--- src/rtl/mini16_reset_seq_if.sv ---
// ---------------------------------------------------------------------------
// mini16_reset_seq_if
//
// Bundles the control inputs and reset outputs of the mini16 reset sequencer.
// The clock and board reset stay outside the interface as plain ports.
//
// Signals:
//   sw_reset_req  single-cycle request to re-run the reset sequence
//   wdt_enable    watchdog counts only while high
//   wdt_kick      clears the watchdog counter
//   wdt_limit     watchdog expiry count, 0 disables expiry
//   rst_out       active-high channel resets, bit 0 released first
//   all_released  high when every rst_out bit is 0
//   wdt_fired     one-cycle pulse on watchdog expiry
//   cause         last sequence cause: 0 power-on, 1 software, 2 watchdog
//
// Modports:
//   master  the side that requests resets and consumes the reset outputs
//   slave   the sequencer itself
// ---------------------------------------------------------------------------
interface mini16_reset_seq_if #(
   parameter int CHANNELS  = 4,
   parameter int WDT_WIDTH = 16
);

   logic                 sw_reset_req;
   logic                 wdt_enable;
   logic                 wdt_kick;
   logic [WDT_WIDTH-1:0] wdt_limit;
   logic [CHANNELS-1:0]  rst_out;
   logic                 all_released;
   logic                 wdt_fired;
   logic [1:0]           cause;

   modport master (
      output sw_reset_req,
      output wdt_enable,
      output wdt_kick,
      output wdt_limit,
      input  rst_out,
      input  all_released,
      input  wdt_fired,
      input  cause
   );

   modport slave (
      input  sw_reset_req,
      input  wdt_enable,
      input  wdt_kick,
      input  wdt_limit,
      output rst_out,
      output all_released,
      output wdt_fired,
      output cause
   );

endinterface

--- src/rtl/mini16_reset_seq.sv ---
// ---------------------------------------------------------------------------
// mini16_reset_seq
//
// Reset sequencer for mini16 SoC builds. One asynchronous active-low board
// reset is turned into CHANNELS active-high reset outputs that are held for
// HOLD_CYCLES after the sequence starts and then released one by one,
// STAGGER cycles apart, bit 0 first. A software request or a watchdog
// expiry re-runs the whole sequence.
//
// Ports:
//   clk    system clock
//   reset  asynchronous, active-low board reset
//   bus    mini16_reset_seq_if.slave
//            in : sw_reset_req, wdt_enable, wdt_kick, wdt_limit
//            out: rst_out, all_released, wdt_fired, cause
//
// Release timing: rst_out[k] falls SYNC_STAGES + HOLD_CYCLES + k*STAGGER
// rising edges after the board reset goes high. Every output comes straight
// from a flop so downstream blocks can use them as asynchronous resets.
// ---------------------------------------------------------------------------
module mini16_reset_seq #(
   parameter int CHANNELS    = 4,
   parameter int HOLD_CYCLES = 10,
   parameter int STAGGER     = 4,
   parameter int SYNC_STAGES = 2,
   parameter int WDT_WIDTH   = 16
) (
   input  logic             clk,
   input  logic             reset,
   mini16_reset_seq_if.slave bus
);

   // Offset from the start of the release phase to the last channel release.
   localparam int LAST_REL = (CHANNELS - 1) * STAGGER;
   // The sequence counter must reach both HOLD_CYCLES-1 and LAST_REL.
   localparam int CNT_MAX  = (HOLD_CYCLES > LAST_REL + 1) ? HOLD_CYCLES : LAST_REL + 1;
   localparam int CNT_W    = (CNT_MAX < 2) ? 1 : $clog2(CNT_MAX);

   localparam logic [CNT_W-1:0] HOLD_END = CNT_W'(HOLD_CYCLES - 1);

   localparam logic [1:0] CAUSE_POWER_ON = 2'd0;
   localparam logic [1:0] CAUSE_SOFTWARE = 2'd1;
   localparam logic [1:0] CAUSE_WATCHDOG = 2'd2;

   typedef enum logic [1:0] {
      ST_SYNC,
      ST_ASSERT,
      ST_RELEASE,
      ST_RUN
   } state_t;

   logic [SYNC_STAGES-1:0] sync_ff;
   logic                   sync_done;

   state_t                 state;
   state_t                 state_next;
   logic [CNT_W-1:0]       cnt;
   logic [CNT_W-1:0]       cnt_next;
   logic [WDT_WIDTH-1:0]   wdt_cnt;
   logic [WDT_WIDTH-1:0]   wdt_cnt_next;

   logic [CHANNELS-1:0]    rst_q;
   logic [CHANNELS-1:0]    rst_next;
   logic                   all_rel_q;
   logic                   all_rel_next;
   logic                   fired_q;
   logic                   fired_next;
   logic [1:0]             cause_q;
   logic [1:0]             cause_next;

   logic [CNT_W-1:0]       rel_cnt;
   logic [CHANNELS-1:0]    rel_mask;
   logic                   wdt_expire;
   logic                   sw_accept;

   // Board reset synchronizer. Assertion is asynchronous (every stage is set
   // at once), deassertion walks a zero through the chain one edge per stage.
   always_ff @(posedge clk or negedge reset) begin
      if (!reset) begin
         sync_ff <= '1;
      end else begin
         sync_ff <= {sync_ff[SYNC_STAGES-2:0], 1'b0};
      end
   end

   // The last synchronizer stage is still set but the one before it is
   // already clear, so the synchronized reset drops on this very edge. The
   // sequence starts on that edge, which keeps the first release exactly
   // SYNC_STAGES + HOLD_CYCLES edges after the board reset rises.
   always_comb begin
      sync_done = sync_ff[SYNC_STAGES-1] & ~sync_ff[SYNC_STAGES-2];
   end

   // Value the sequence counter takes on this edge inside the release phase.
   // Leaving the hold phase restarts it at 0, so channels whose release
   // offset is 0 drop on that same edge.
   always_comb begin
      rel_cnt = '0;
      if (state == ST_RELEASE) begin
         rel_cnt = cnt + CNT_W'(1);
      end
   end

   // Channels whose scheduled release offset equals the counter value
   // produced by this edge. Channels released earlier are kept clear by
   // ANDing with the current outputs in the release phase.
   always_comb begin
      rel_mask = '0;
      for (int k = 0; k < CHANNELS; k++) begin
         rel_mask[k] = (rel_cnt == CNT_W'(k * STAGGER));
      end
   end

   // Watchdog expiry: a kick in the same cycle always wins, and a zero limit
   // turns expiry off entirely while still letting the counter run.
   always_comb begin
      wdt_expire = bus.wdt_enable & ~bus.wdt_kick & (bus.wdt_limit != '0) &
                   (wdt_cnt == bus.wdt_limit - WDT_WIDTH'(1));
   end

   // Software requests only count once the hold phase is over; during the
   // synchronizer and hold phases they are dropped so the hold time is
   // never stretched.
   always_comb begin
      sw_accept = bus.sw_reset_req & ((state == ST_RELEASE) || (state == ST_RUN));
   end

   // Next-state and next-output logic. Every output is computed here and
   // registered below. The watchdog counter defaults to 0 so it is held at
   // zero in every state except RUN. A software request overrides a
   // watchdog expiry detected in the same cycle.
   always_comb begin
      state_next   = state;
      cnt_next     = cnt;
      wdt_cnt_next = '0;
      rst_next     = rst_q;
      cause_next   = cause_q;
      fired_next   = 1'b0;

      case (state)
         ST_SYNC: begin
            rst_next = '1;
            if (sync_done) begin
               state_next = ST_ASSERT;
               cnt_next   = '0;
               cause_next = CAUSE_POWER_ON;
            end
         end

         ST_ASSERT: begin
            rst_next = '1;
            if (cnt == HOLD_END) begin
               cnt_next   = '0;
               rst_next   = ~rel_mask;
               state_next = rel_mask[CHANNELS-1] ? ST_RUN : ST_RELEASE;
            end else begin
               cnt_next = cnt + CNT_W'(1);
            end
         end

         ST_RELEASE: begin
            cnt_next = rel_cnt;
            rst_next = rst_q & ~rel_mask;
            if (rel_mask[CHANNELS-1]) begin
               state_next = ST_RUN;
            end
         end

         ST_RUN: begin
            rst_next     = '0;
            wdt_cnt_next = wdt_cnt;
            if (bus.wdt_kick) begin
               wdt_cnt_next = '0;
            end else if (wdt_expire) begin
               state_next   = ST_ASSERT;
               cnt_next     = '0;
               wdt_cnt_next = '0;
               rst_next     = '1;
               cause_next   = CAUSE_WATCHDOG;
               fired_next   = 1'b1;
            end else if (bus.wdt_enable) begin
               wdt_cnt_next = wdt_cnt + WDT_WIDTH'(1);
            end
         end

         default: begin
            state_next = ST_SYNC;
            rst_next   = '1;
         end
      endcase

      if (sw_accept) begin
         state_next   = ST_ASSERT;
         cnt_next     = '0;
         wdt_cnt_next = '0;
         rst_next     = '1;
         cause_next   = CAUSE_SOFTWARE;
         fired_next   = 1'b0;
      end
   end

   // all_released is registered from the same next value as rst_out so the
   // two always change together.
   always_comb begin
      all_rel_next = (rst_next == '0);
   end

   // State, counters and registered outputs. The board reset forces every
   // channel reset high immediately, without waiting for a clock edge.
   always_ff @(posedge clk or negedge reset) begin
      if (!reset) begin
         state     <= ST_SYNC;
         cnt       <= '0;
         wdt_cnt   <= '0;
         rst_q     <= '1;
         all_rel_q <= 1'b0;
         fired_q   <= 1'b0;
         cause_q   <= CAUSE_POWER_ON;
      end else begin
         state     <= state_next;
         cnt       <= cnt_next;
         wdt_cnt   <= wdt_cnt_next;
         rst_q     <= rst_next;
         all_rel_q <= all_rel_next;
         fired_q   <= fired_next;
         cause_q   <= cause_next;
      end
   end

   assign bus.rst_out      = rst_q;
   assign bus.all_released = all_rel_q;
   assign bus.wdt_fired    = fired_q;
   assign bus.cause        = cause_q;

endmodule

--- src/flat_wrapper.sv ---
// flat-port wrapper written by rule: the top's interface ports become plain ports
module mini16_reset_seq_flat 
#(
   parameter int CHANNELS    = 4,
   parameter int HOLD_CYCLES = 10,
   parameter int STAGGER     = 4,
   parameter int SYNC_STAGES = 2,
   parameter int WDT_WIDTH   = 16
)
  (clk, reset, bus_sw_reset_req, bus_wdt_enable, bus_wdt_kick, bus_wdt_limit, bus_rst_out, bus_all_released, bus_wdt_fired, bus_cause);
  mini16_reset_seq_if #(.CHANNELS(CHANNELS), .WDT_WIDTH(WDT_WIDTH)) bus_i ();
  input  logic clk;
  input  logic reset;
  input wire logic [$bits(bus_i.sw_reset_req)-1:0] bus_sw_reset_req;
  input wire logic [$bits(bus_i.wdt_enable)-1:0] bus_wdt_enable;
  input wire logic [$bits(bus_i.wdt_kick)-1:0] bus_wdt_kick;
  input wire logic [$bits(bus_i.wdt_limit)-1:0] bus_wdt_limit;
  output wire logic [$bits(bus_i.rst_out)-1:0] bus_rst_out;
  output wire logic [$bits(bus_i.all_released)-1:0] bus_all_released;
  output wire logic [$bits(bus_i.wdt_fired)-1:0] bus_wdt_fired;
  output wire logic [$bits(bus_i.cause)-1:0] bus_cause;
  assign bus_i.sw_reset_req = bus_sw_reset_req;
  assign bus_i.wdt_enable = bus_wdt_enable;
  assign bus_i.wdt_kick = bus_wdt_kick;
  assign bus_i.wdt_limit = bus_wdt_limit;
  assign bus_rst_out = bus_i.rst_out;
  assign bus_all_released = bus_i.all_released;
  assign bus_wdt_fired = bus_i.wdt_fired;
  assign bus_cause = bus_i.cause;
  mini16_reset_seq #(.CHANNELS(CHANNELS), .HOLD_CYCLES(HOLD_CYCLES), .STAGGER(STAGGER), .SYNC_STAGES(SYNC_STAGES), .WDT_WIDTH(WDT_WIDTH)) u_core (.clk(clk), .reset(reset), .bus(bus_i));
endmodule
--- config.mk ---
export PLATFORM = sky130hd
export DESIGN_NAME = mini16_reset_seq_flat
export DESIGN_NICKNAME = d
export VERILOG_FILES = /design/src/rtl/mini16_reset_seq_if.sv /design/src/rtl/mini16_reset_seq.sv /design/src/flat_wrapper.sv
export SDC_FILE = /design/constraint.sdc
export NUM_CORES = 1
export LEC_CHECK = 0
export CORE_ASPECT_RATIO = 1.75
export CORE_MARGIN = 5
export CORE_UTILIZATION = 60
export DETAILED_ROUTE_END_ITERATION = 16
export PLACE_DENSITY = 0.85
export SKIP_CTS_REPAIR_TIMING = 1
export SLEW_MARGIN = 30
export SYNTH_ARGS = -nofsm -noshare
export SYNTH_HDL_FRONTEND = slang
export SYNTH_SLANG_ARGS = --single-unit
--- constraint.sdc ---
create_clock -name clk -period 6 [get_ports clk]
set_clock_uncertainty 0.15 [all_clocks]
set_input_delay 1.2 -clock clk [delete_from_list [all_inputs] [get_ports clk]]
set_output_delay 1.2 -clock clk [all_outputs]
set_load 0.05 [all_outputs]
==> results.py, run 1 <==
metrics = {
    "status": {
        "outcome": "completed",
    },
    "floorplanning": {
        "die_area_sq_um": 5100,
        "coreArea_sq_um": 3630,
        "die_w_um": 56.2,
        "ioPinCount": 29,
        "start_util": 0.617,
        "die_y_um": 90.8,
        "rows": 29,
    },
    "run": {
        "max_cap_viol_count": 0,
    },
    "route": {
        "routed_wl_um": 5550,
        "viasPerCell": 6.16,
        "ant_nets": 0,
        "drc": 0,
        "wl_per_cell_um": 16.7,
        "drtIter0Drc": 43,
        "vias": 2044,
        "firstDrtPassIters": 4,
    },
    "cells_and_area": {
        "final_cells": 332,
        "final_common_cell": "nor2_1",
        "multi_input_area_sq_um": 1350,
        "drive_above_1_share": 0.0804,
        "syn_to_final_growth_pct": 18.5,
        "fillCellCount": 300,
        "diodes": 0,
        "layout.area.seq_sq_um": 808,
        "fin_util": 0.732,
        "fin_nets": 316,
        "final_cell_mix": "32 x nor2_1, 28 x clkdlybuf4s50_1, 26 x dfrtp_1",
    },
    "sta": {
        "maxSlewViolCount": 0,
        "fmax_mhz": 215,
        "setup_slack_ps": 1350,
        "rsz0062_at_grt": "no",
        "hold_viol_final": 0,
        "tns_ps": 0,
        "tightest_slew_ps": 599,
        "period_share": 0.775,
        "setup_viol": 0,
        "period_needed_ps": 4650,
        "slew-limit-headroom": 0.596,
    },
    "hold_path": {
        "hold_depth": 0,
        "hold_class": "reg -> reg",
        "worstHoldStart": "u_core.sync_ff[0]",
        "holdPathEnd": "u_core.sync_ff[1]",
    },
    "clocking": {
        "cts.sinks": 32,
        "cts_buffers": 5,
        "clk_pin_slew_ps": 60,
        "h-tree-depth": 2,
        "cts_tree": "done",
        "clockBufferDepth": 2,
        "clk_latency_ps": 290,
        "cts-root-buf": "clkbuf_8",
    },
    "worst_setup_path": {
        "cp_cell_sequence": "clkdlybuf4s50_1 > or4_1 > or2_4 > or3_4 > xnor2_2 > nor4_1 > and4b_1 > or3_1 > nor2_1",
        "arrival_ps": 4650,
        "ff2ff_path_depth": 8,
        "critical_path_required_ps": 6000,
        "start_kind": "input pin",
        "reg2reg_to": "u_core.wdt_cnt[15]",
        "cp-end-kind": "flop",
        "rrSetupSlack_ps": 3200,
        "r2r_start": "u_core.wdt_cnt[7]",
        "path_class": "in -> reg",
        "path_max_fanout": 16,
        "slowest_stage": "or4_1",
        "slowest_delay_ps": 740,
    },
    "placement": {
        "dp_hpwl_um": 4300,
        "place.gp.congestion": 0.904,
        "dp_worst_setup_slack_ps": 1180,
        "dpl.cell_count": 324,
        "portBuffers": 28,
    },
    "yosys": {
        "yosysWarnings": 0,
        "ys_seq_area_frac": 0.361,
        "synth_area_sq_um": 2240,
        "synth_fp_nets": 289,
        "ys.flop_type": "dfrtp_1",
        "synth.distinct_cells": 51,
        "ys_ff_latch": 32,
        "synth-edff-count": 0,
        "postSynthCellCount": 258,
        "async_reset_ff_frac": 1.00,
        "syn_area_per_cell_sq_um": 8.68,
    },
    "power_and_ir_drop": {
        "p_clk_frac": 0.242,
        "vdd_drop_max_mv": 0.220,
        "p_leak_nw": 1.07,
        "combPwrFrac": 0.414,
        "switching_share": 0.384,
        "power_frac_seq": 0.344,
        "finalPower_uw": 829,
        "power_density_nw_per_um2": 312,
        "switchingPower_uw": 318,
        "p_int_uw": 511,
    },
    "grt": {
        "grt_max_degree": 33,
        "grt.overflow.total": 0,
        "track_usage": 0.234,
        "antenna_found_initial": 0,
        "grt_busiest_layer": "met2",
        "grt_pass1_wl_um": 9360,
        "grt_util_met3": 0.0401,
        "gr-usage-met1": 0.213,
        "grtUsageMet2": 0.441,
        "grt_pass1_vias": 2155,
    },
}
[flip-flops by register name, indices dropped and copies added, names as in the netlist]
register and cells:
u_core.bus.wdt_fired 1, u_core.bus.cause 2, u_core.cnt 4, u_core.wdt_cnt 16, u_core.bus.rst_out 4, u_core.sync_ff 2, u_core.bus.all_released 1, u_core.state 2
[worst max path at each step]
stage	start	end
final	bus_wdt_limit[2]	u_core.wdt_cnt[15]
after global routing	bus_wdt_limit[2]	u_core.wdt_cnt[1]
after CTS	bus_wdt_limit[2]	u_core.wdt_cnt[1]
after detailed placement	bus_wdt_limit[2]	u_core.wdt_cnt[1]
after global placement	bus_wdt_limit[2]	u_core.wdt_cnt[7]
after floorplan	bus_wdt_limit[7]	u_core.wdt_cnt[10]
[logic make-up after synthesis]
kind of cell	share of synthesized area
AOI/OAI and AO/OA	0.130
other	0.00167
buffers and inverters	0.0380
xor gates and xnor gates	0.144
adders and majority gates	0.0559
and+or+nand+nor	0.260
DFF	0.361
muxes	0.00894
[stage by stage]
step	hold WS, ps	area (sq um)
floorplan	204	2240
global placement	206	2540
detailed placement	209	2540
CTS	220	2650
global route	225	2660
finish	218	2660
[area by class of cell]
cell class,instances,share of cell area
timing repair buffer,29,0.108
inverter,11,0.0156
multi-input combinational,206,0.509
clock inverter,2,0.0132
sequential,32,0.304
clock buffer,6,0.0273
tap,46,0.0217
[power groups by stage]
stage | Combinational [mW] | Sequential, mW | Clock [mW]
after floorplan | 0.180 | 0.347 | 0
after global placement | 0.335 | 0.287 | 0
after detailed placement | 0.342 | 0.288 | 0
after CTS | 0.343 | 0.284 | 0.207
after global routing | 0.376 | 0.290 | 0.216
final | 0.343 | 0.285 | 0.200
[critical path: cells and delay by family]
family                 cells  cell delay, ps
XOR/XNOR                   1             140
buffers and inverters      1             510
AND/OR/NAND/NOR            7            2790
[metal layers]
metal | vias up | routed length, um
met3 | 30 | 267
met4 | 0 | 320
met1 | 968 | 1820
met2 | 83 | 3140
met5 | - | 0
li1 | 963 | -
[cell usage after synthesis (7+ instances only)]
master	count	share of area
nor2_1	32	0.054
dfrtp_1	26	0.29
xor2_1	19	0.074
nand2_1	18	0.030
a21oi_1	17	0.038
xnor2_1	16	0.063
inv_1	11	0.018
ha_1	10	0.056
nand4_1	9	0.025
o21ai_0	8	0.018
nand3_1	7	0.016
nor3_1	7	0.016
(Power assumes the default switching activity.)
==> run 2: changes to the inputs <==
--- a/config.mk
+++ b/config.mk
@@ -7,9 +7,9 @@
 export LEC_CHECK = 0
 export CORE_ASPECT_RATIO = 1.75
 export CORE_MARGIN = 5
-export CORE_UTILIZATION = 60
+export CORE_UTILIZATION = 50
 export DETAILED_ROUTE_END_ITERATION = 16
-export PLACE_DENSITY = 0.85
+export PLACE_DENSITY = 0.75
 export SKIP_CTS_REPAIR_TIMING = 1
 export SLEW_MARGIN = 30
 export SYNTH_ARGS = -nofsm -noshare
==> constraint.sdc (replaced) <==
create_clock -name clk -period 3.85 [get_ports clk]
set_clock_uncertainty 0.15 [all_clocks]
set_input_delay 0.77 -clock clk [delete_from_list [all_inputs] [get_ports clk]]
set_output_delay 0.77 -clock clk [all_outputs]
set_load 0.05 [all_outputs]
==> results.py, run 2 (synthesized netlist as in run 1, its figures left out) <==
metrics = {
    "floorplanning": {
        "die_area_sq_um": 5970,
        "ioPinCount": 29,
        "rows": 32,
        "die_w_um": 60.6,
        "start_util": 0.513,
        "coreArea_sq_um": 4360,
        "die_y_um": 98.5,
    },
    "power_and_ir_drop": {
        "power_density_nw_per_um2": 456,
        "p_leak_nw": 1.15,
        "vdd_drop_max_mv": 0.454,
    },
    "grt": {
        "grt_max_degree": 33,
        "grt_pass1_vias": 2061,
        "grt.overflow.total": 0,
        "antenna_found_initial": 0,
        "track_usage": 0.202,
        "grt_pass1_wl_um": 9230,
    },
    "clocking": {
        "cts_buffers": 5,
        "cts_tree": "done",
        "cts.sinks": 32,
        "clk_pin_slew_ps": 70,
        "h-tree-depth": 2,
        "clk_latency_ps": 290,
        "clockBufferDepth": 2,
        "cts-root-buf": "clkbuf_8",
    },
    "worst_setup_path": {
        "rrSetupSlack_ps": 1410,
        "path_max_fanout": 5,
        "start_kind": "input pin",
        "path_class": "in -> reg",
        "r2r_start": "u_core.wdt_cnt[2]",
        "cp-end-kind": "flop",
        "reg2reg_to": "u_core.wdt_cnt[4]",
        "arrival_ps": 3710,
        "critical_path_required_ps": 3900,
        "ff2ff_path_depth": 9,
    },
    "placement": {
        "dpl.cell_count": 345,
        "place_area_sq_um": 2680,
        "dp_hpwl_um": 4320,
        "place.gp.congestion": 0.971,
        "portBuffers": 28,
    },
    "route": {
        "firstDrtPassIters": 4,
        "wl_per_cell_um": 15.4,
        "viasPerCell": 5.71,
        "vias": 2014,
        "drc": 0,
        "drtIter0Drc": 76,
        "ant_nets": 0,
        "routed_wl_um": 5430,
    },
    "cells_and_area": {
        "top_register": "u_core.wdt_cnt",
        "final_area_sq_um": 2770,
        "largest_reg_flops": 16,
        "fin_util": 0.635,
        "diodes": 0,
        "drive_above_1_share": 0.123,
        "fin_nets": 332,
        "final_cells": 353,
        "syn_to_final_growth_pct": 23.7,
        "final_cell_mix": "32 x nor2_1, 28 x clkdlybuf4s50_1, 26 x dfrtp_1",
        "final_common_cell": "nor2_1",
    },
    "sta": {
        "fmax_mhz": 274,
        "maxSlewViolCount": 0,
        "setup_viol": 0,
        "worst_hold_slack_ps": 223,
        "period_needed_ps": 3650,
        "rsz0062_at_grt": "no",
        "period_share": 0.949,
        "hold_viol_final": 0,
        "slew-limit-headroom": 0.574,
        "tightest_slew_ps": 632,
    },
    "run": {
        "max_cap_viol_count": 0,
    },
    "hold_path": {
        "hold_depth": 0,
        "holdPathEnd": "u_core.sync_ff[1]",
        "worstHoldStart": "u_core.sync_ff[0]",
        "hold_class": "reg -> reg",
    },
    "status": {
        "outcome": "completed",
    },
}
run 2: worst max path at each step:
stage	from	endpoint	slack [ps]	cells after the start
5_1_grt	bus_wdt_limit[7]	u_core.cnt[2]	60	9
6_report	bus_wdt_limit[7]	u_core.bus.rst_out[0]	200	9
4_1_cts	bus_wdt_limit[7]	u_core.wdt_cnt[4]	200	10
2_1_floorplan	bus_wdt_limit[7]	u_core.wdt_cnt[10]	410	11
3_5_place_dp	bus_wdt_limit[7]	u_core.wdt_cnt[4]	-60	10
3_3_place_gp	bus_wdt_limit[7]	u_core.bus.rst_out[0]	20	9
run 2: metal layers:
metal  part of all wire  wire length [um]  global-route usage  vias up
met5                  0                 0                   0        -
met4              0.053               286               0.115        0
met3              0.040               218              0.0354       22
met2               0.55              3000               0.365       62
met1               0.35              1930               0.205      941
li1                   -                 -                   -      989
run 2: critical path: stages:
cell and delay, ps:
clkdlybuf4s50_1 420, or4_1 570, or2_2 340, or3_4 350, xnor2_2 180, nor4_1 100
and4b_1 250, a211o_1 340, or3_1 380
run 2: where the power goes:
group / internal [mW] / leakage, nW / switching, mW
registers: 0.402 / 0.418 / 0.0412
logic: 0.220 / 0.683 / 0.335
clock network: 0.146 / 0.0455 / 0.120
run 2: stage by stage:
step	setup WS [ps]	setup TNS [ps]	power, mW
after floorplan	408	0	0.821
after global placement	22.8	0	0.995
after detailed placement	-63.3	-1090	1.01
after CTS	196	0	1.27
after global routing	56.4	0	1.35
final	197	0	1.26
run 2: final cells by class:
class | instances | area [sq um]
fillers | 374 | 1590
flip-flops and latches | 32 | 808
clock buffers | 8 | 90.1
inverters | 11 | 41.3
well taps | 51 | 63.8
repair buffers | 45 | 420
multi-input cells | 206 | 1350
